===== src/rtl/card_regfile_if.sv =====
// card_regfile_if -- bus bundle for the card register file.
// Groups the clear/busy handshake, the masked write port, the two read ports
// and the active-entry counter. clk and rst stay plain module ports.
interface card_regfile_if #(
    parameter int DATA_W = 14,
    parameter int ADDR_W = 4
);
    logic              clear;
    logic              busy;
    logic              w_enable;
    logic [ADDR_W-1:0] w_address;
    logic [DATA_W-1:0] w_data;
    logic [DATA_W-1:0] w_mask;
    logic [ADDR_W-1:0] ra_address;
    logic [DATA_W-1:0] ra_data;
    logic [ADDR_W-1:0] rb_address;
    logic [DATA_W-1:0] rb_data;
    logic [ADDR_W:0]   active_cnt;

    // Requester side: issues clears, writes and read addresses.
    modport master (
        output clear, w_enable, w_address, w_data, w_mask, ra_address, rb_address,
        input  busy, ra_data, rb_data, active_cnt
    );

    // Register file side.
    modport slave (
        input  clear, w_enable, w_address, w_data, w_mask, ra_address, rb_address,
        output busy, ra_data, rb_data, active_cnt
    );
endinterface


===== src/rtl/card_regfile.sv =====
// card_regfile -- card state register file.
// Entry layout: bit0 = active, bit1 = discovered, upper bits = colour.
// Two combinational read ports, one masked write port, a clear sweep that
// zeroes one entry per cycle (also started by rst), and a running count of
// entries whose active bit is set.
// Optional macro CARD_RF_BYPASS_EN: forwards an accepted write word to a read
// port addressing the same entry in the write cycle. Without it, reads show
// the pre-write contents until after the write edge.
module card_regfile #(
    parameter int DATA_W = 14,
    parameter int ADDR_W = 4,
    parameter int DEPTH  = 16
) (
    input  logic           clk,
    input  logic           rst,
    card_regfile_if.slave  bus
);

    localparam int                SPAN     = 2 ** ADDR_W;
    localparam logic [ADDR_W:0]   DEPTH_L  = (ADDR_W + 1)'(DEPTH);
    localparam logic [ADDR_W-1:0] LAST_PTR = ADDR_W'(DEPTH - 1);
    localparam logic [ADDR_W-1:0] PTR_ONE  = ADDR_W'(1);
    localparam logic [ADDR_W:0]   CNT_ONE  = (ADDR_W + 1)'(1);

    typedef enum logic {
        IDLE  = 1'b0,
        SWEEP = 1'b1
    } state_t;

    state_t            state_q;
    logic              busy_q;
    logic [ADDR_W-1:0] ptr_q;
    logic [ADDR_W:0]   cnt_q;

    // Full address-space view of the file; addresses at or beyond DEPTH read 0.
    logic [DATA_W-1:0] rd_tbl [SPAN];

    logic              w_in_range;
    logic              wr_acc;
    logic              sweep_zero;
    logic [DATA_W-1:0] old_word;
    logic [DATA_W-1:0] merged_word;

    assign w_in_range  = ({1'b0, bus.w_address} < DEPTH_L);
    // A write lands only in IDLE, with no clear or rst competing on that edge.
    assign wr_acc      = bus.w_enable & ~busy_q & ~bus.clear & ~rst & w_in_range;
    // rst wins over the sweep too: a restarted sweep leaves the entry at ptr untouched.
    assign sweep_zero  = busy_q & ~rst;
    assign old_word    = rd_tbl[bus.w_address];
    assign merged_word = (old_word & ~bus.w_mask) | (bus.w_data & bus.w_mask);

    genvar gi;
    generate
        for (gi = 0; gi < SPAN; gi++) begin : g_entry
            if (gi < DEPTH) begin : g_real
                logic [DATA_W-1:0] entry_q;
                logic [DATA_W-1:0] entry_d;

                // Next value: sweep zeroing, else masked write, else hold.
                always_comb begin
                    entry_d = entry_q;
                    if (sweep_zero && (ptr_q == ADDR_W'(gi))) begin
                        entry_d = '0;
                    end else if (wr_acc && (bus.w_address == ADDR_W'(gi))) begin
                        entry_d = merged_word;
                    end
                end

                // Entry storage; contents are defined by the first sweep, not by rst.
                always_ff @(posedge clk) begin
                    entry_q <= entry_d;
                end

                assign rd_tbl[gi] = entry_q;
            end else begin : g_pad
                assign rd_tbl[gi] = '0;
            end
        end
    endgenerate

    // Control FSM: rst/clear start a sweep; IDLE tracks the active-bit count.
    always_ff @(posedge clk) begin
        if (rst) begin
            state_q <= SWEEP;
            busy_q  <= 1'b1;
            ptr_q   <= '0;
            cnt_q   <= '0;
        end else begin
            case (state_q)
                IDLE: begin
                    if (bus.clear) begin
                        state_q <= SWEEP;
                        busy_q  <= 1'b1;
                        ptr_q   <= '0;
                        cnt_q   <= '0;
                    end else if (wr_acc) begin
                        if (!old_word[0] && merged_word[0]) begin
                            cnt_q <= cnt_q + CNT_ONE;
                        end else if (old_word[0] && !merged_word[0]) begin
                            cnt_q <= cnt_q - CNT_ONE;
                        end
                    end
                end
                SWEEP: begin
                    if (ptr_q == LAST_PTR) begin
                        state_q <= IDLE;
                        busy_q  <= 1'b0;
                        ptr_q   <= '0;
                    end else begin
                        ptr_q <= ptr_q + PTR_ONE;
                    end
                end
                default: begin
                    state_q <= IDLE;
                    busy_q  <= 1'b0;
                    ptr_q   <= '0;
                end
            endcase
        end
    end

    assign bus.busy       = busy_q;
    assign bus.active_cnt = cnt_q;

`ifdef CARD_RF_BYPASS_EN
    assign bus.ra_data = (wr_acc && (bus.ra_address == bus.w_address)) ? merged_word
                                                                         : rd_tbl[bus.ra_address];
    assign bus.rb_data = (wr_acc && (bus.rb_address == bus.w_address)) ? merged_word
                                                                         : rd_tbl[bus.rb_address];
`else
    assign bus.ra_data = rd_tbl[bus.ra_address];
    assign bus.rb_data = rd_tbl[bus.rb_address];
`endif

endmodule


===== src/flat_wrapper.sv =====
// flat-port wrapper written by rule: the top's interface ports become plain ports
module card_regfile_flat 
#(
    parameter int DATA_W = 14,
    parameter int ADDR_W = 4,
    parameter int DEPTH  = 16
)
  (clk, rst, bus_clear, bus_w_enable, bus_w_address, bus_w_data, bus_w_mask, bus_ra_address, bus_rb_address, bus_busy, bus_ra_data, bus_rb_data, bus_active_cnt);
  card_regfile_if #(.DATA_W(DATA_W), .ADDR_W(ADDR_W)) bus_i ();
  input  logic clk;
  input  logic rst;
  input wire logic [$bits(bus_i.clear)-1:0] bus_clear;
  input wire logic [$bits(bus_i.w_enable)-1:0] bus_w_enable;
  input wire logic [$bits(bus_i.w_address)-1:0] bus_w_address;
  input wire logic [$bits(bus_i.w_data)-1:0] bus_w_data;
  input wire logic [$bits(bus_i.w_mask)-1:0] bus_w_mask;
  input wire logic [$bits(bus_i.ra_address)-1:0] bus_ra_address;
  input wire logic [$bits(bus_i.rb_address)-1:0] bus_rb_address;
  output wire logic [$bits(bus_i.busy)-1:0] bus_busy;
  output wire logic [$bits(bus_i.ra_data)-1:0] bus_ra_data;
  output wire logic [$bits(bus_i.rb_data)-1:0] bus_rb_data;
  output wire logic [$bits(bus_i.active_cnt)-1:0] bus_active_cnt;
  assign bus_i.clear = bus_clear;
  assign bus_i.w_enable = bus_w_enable;
  assign bus_i.w_address = bus_w_address;
  assign bus_i.w_data = bus_w_data;
  assign bus_i.w_mask = bus_w_mask;
  assign bus_i.ra_address = bus_ra_address;
  assign bus_i.rb_address = bus_rb_address;
  assign bus_busy = bus_i.busy;
  assign bus_ra_data = bus_i.ra_data;
  assign bus_rb_data = bus_i.rb_data;
  assign bus_active_cnt = bus_i.active_cnt;
  card_regfile #(.DATA_W(DATA_W), .ADDR_W(ADDR_W), .DEPTH(DEPTH)) u_core (.clk(clk), .rst(rst), .bus(bus_i));
endmodule

===== config.mk =====
export PLATFORM = sky130hd
export DESIGN_NAME = card_regfile_flat
export DESIGN_NICKNAME = d
export VERILOG_FILES = /design/src/rtl/card_regfile_if.sv /design/src/rtl/card_regfile.sv /design/src/flat_wrapper.sv
export SDC_FILE = /design/constraint.sdc
export NUM_CORES = 1
export LEC_CHECK = 0
export BUFFER_PORTS_ARGS = -buffer_cell sky130_fd_sc_hd__clkbuf_2
export CORE_MARGIN = 4
export CORE_UTILIZATION = 40
export CTS_CLUSTER_SIZE = 28
export DETAILED_ROUTE_END_ITERATION = 10
export PLACE_DENSITY = 0.59
export SLEW_MARGIN = 20
export SYNTH_ARGS = -nofsm -noshare
export SYNTH_HDL_FRONTEND = slang
export SYNTH_SLANG_ARGS = --single-unit

===== constraint.sdc =====
create_clock -name clk -period 3.5 [get_ports clk]
set_input_delay 0.7 -clock clk [delete_from_list [all_inputs] [get_ports clk]]
set_output_delay 0.7 -clock clk [all_outputs]
set_load 0.03 [all_outputs]

==> impl_metrics.json <==
{
  "synthToLayoutAreaGrowth_pct": 16.6,
  "antenna_found_initial": 0,
  "seqPwrFrac_pct": 41.5,
  "grt_pass1_vias": 10600,
  "grt_pass1_wl_mm": 69.9,
  "regArea_sq_mm": 0.00470,
  "final_util_pct": 47.8,
  "most-common-layout-cells": "245 x nor2_1, 235 x dfxtp_1, 209 x a211oi_1",
  "rsz0062_at_grt": "false",
  "fin_worst_skew_ns": 0.0136,
  "vias_per_cell": 6.37,
  "worst_setup_path_start_kind": "input port",
  "start_util_pct": 41.0,
  "tritoncts": "yes",
  "place.gp.congestion": 0.858,
  "port_buffers": 77,
  "fin_cells": 1692,
  "r2r-start": "u_core.g_entry[3].g_real.entry_q[0]",
  "synth_edf_count": 0,
  "synth-seq-cells": 235,
  "ys_types": 51,
  "preCtsSetupSlack_ns": -0.0406,
  "min_path_type": "in2reg",
  "fmax_ghz": 0.312,
  "reg2reg_depth": 10,
  "antenna_cells": 0,
  "cts_resized": 0,
  "post-route-min-period_ns": 3.20,
  "synth.area.top_cells": "dfxtp_1 34%, mux4_2 31%, a211oi_1 11%",
  "switching_share_pct": 23.8,
  "dp.cells": 1644,
  "io_pins": 78,
  "path_clk_slew_ns": 0.06,
  "synth_top_flop_cell": "dfxtp_1",
  "ant_nets": 0,
  "overflow": 0,
  "holdBufCountCts": 0,
  "syn_area_per_cell_sq_um": 12.0,
  "intPower_mw": 5.03,
  "die_y_um": 194,
  "drcViolationCount": 0,
  "num_rows": 67,
  "synth_area_leader_cell": "dfxtp_1",
  "rrSetupSlack_ns": 0.58,
  "routed_wl_mm": 47.1,
  "post-dp-hpwl_mm": 30.8,
  "synth_top_area_share_pct": 33.9,
  "crit_start": "bus_rb_address[0]",
  "path_max_fanout": 18,
  "syn-num-nets": 1209,
  "critPathCaptureType": "output pin",
  "clkSinkCount": 235,
  "crit_top_cell": "mux4_2",
  "slowest_delay_ns": 0.53,
  "clockPowerShare_pct": 49.2,
  "core_sq_mm": 0.0339,
  "multi_input_area_sq_mm": 0.00857,
  "drt-wirelength-per-cell_um": 27.8,
  "p_total_mw": 6.60,
  "r2r-end": "u_core.bus.active_cnt[4]",
  "fin_crit_sh_pct": 91.5,
  "placedInstanceArea_sq_mm": 0.0152,
  "path_cells": "buf_4 > buf_12 > mux4_2 > mux4_2 > clkbuf_2",
  "cts_setup_buffers": 0,
  "final_cell_area_sq_mm": 0.0162,
  "tightest_slew_ns": 0.805,
  "ys_seq_area_share_pct": 33.9,
  "crit_path_end": "bus_rb_data[9]",
  "grt_usage_pct": 24.4,
  "power_frac_comb_pct": 9.3,
  "routed-via-count": 10800,
  "leakage_nw": 5.37,
  "cts-root-buf": "clkbuf_16",
  "syn_inst": 1156,
  "drt_first_iter_violations": 1017,
  "arrival_ns": 2.50,
  "max_cap_violations": 0,
  "final-max-slew-violation-count": 0,
  "drt_pass1_iterations": 5,
  "htreeDepth": 1,
  "fin_nets": 1277,
  "synthArstFlopShare_pct": 0,
  "yosysWarnings": 0,
  "synth.cell_area_sq_mm": 0.0139,
  "hold_violations": 0,
  "final_common_cell": "nor2_1",
  "p_sw_mw": 1.57,
  "die_w_um": 194,
  "numCtsBuffers": 26,
  "fin_ws_ns": 0.299,
  "grt_start_max_net_pins": 43,
  "nFillCells": 3039,
  "crit_type": "in2out",
  "relSlewSlack_pct": 46.3,
  "ir_drop_mv": 0.341,
  "clkLatencyLatePin_ns": 0.55,
  "power.density_mw_per_mm2": 408,
  "status": "completed",
  "slowest_stage": "mux4_2",
  "drive_gt1_share_pct": 36.4,
  "max-clock-path-buffers": 3,
  "setup_viol": 0,
  "critPathRequiredTime_ns": 2.80,
  "dieArea_sq_mm": 0.0377
}
metal layers:
metal | global-route usage (%) | part of all wire, %
met1 | 30.3 | 38
met2 | 40.8 | 49
met3 | 5.65 | 8.1
met4 | 10.8 | 5.0
met5 | 0 | 0
critical path, delay by kind of cell:
kind | cells | cell delay, ns
muxes | 2 | 1.05
buffers and inverters | 3 | 0.72
flip-flops by register name, summed over array words and instances, names as in the netlist:
register                       flops
u_core.g_entry.g_real.entry_q    224
u_core.state_q                     1
u_core.bus.busy                    1
u_core.bus.active_cnt              5
u_core.ptr_q                       4
worst min-delay path by stage:
stage	from	slack (ns)	cells past startpoint	end
floorplan	u_core.g_entry[13].g_real.entry_q[10]	0.49	2	u_core.g_entry[13].g_real.entry_q[10]
global placement	u_core.g_entry[4].g_real.entry_q[4]	0.50	2	u_core.g_entry[4].g_real.entry_q[4]
detailed placement	u_core.g_entry[6].g_real.entry_q[5]	0.51	2	u_core.g_entry[6].g_real.entry_q[5]
CTS	rst	0.50	2	u_core.bus.active_cnt[0]
global route	rst	0.52	2	u_core.bus.active_cnt[0]
finish	rst	0.51	2	u_core.bus.active_cnt[0]
Yosys cell counts (all sizes together) (4+ instances only):
master and count:
ha 8, mux4 209, dfxtp 235, nor2 257
inv 4, nand2 12, nor3 9, buf 66
a21oi 11, a211oi 225, clkbuf 53, nand3 5
mux2i 15, nand2b 7, nor2b 5
metrics by stage:
stage,setup TNS [ns],hold slack [ns]
finish,0,0.514
global route,0,0.522
CTS,0,0.500
detailed placement,-0.0406,0.514
global placement,-0.0343,0.505
floorplan,0,0.492
power groups by stage:
stage / clock network [mW] / logic, mW / registers, mW
6_report: 3.24 / 0.615 / 2.74
3_3_place_gp: 0 / 0.609 / 2.80
4_1_cts: 3.28 / 0.616 / 2.74
3_5_place_dp: 0 / 0.614 / 2.80
5_1_grt: 3.40 / 0.648 / 2.74
2_1_floorplan: 0 / 0.414 / 2.79
cell families after synthesis:
logic type	after synthesis	synth area share (%)
simple gates	308	9.55
buf+inv	123	4.71
mux	226	36.7
compound gates	254	14.2
fa+ha+maj	9	0.866
xor+xnor	1	0.0631
flops	235	33.9
layout make-up:
cell class                      count  area share [%]
Sequential cell                   235            29.1
Clock buffer                       31            4.45
Inverter                            4          0.0928
Clock inverter                     17            1.84
Timing Repair Buffer              159            8.09
Multi-Input combinational cell    798            53.0
Tap cell                          448            3.46
No activity file was read; power rests on OpenSTA's default activity.
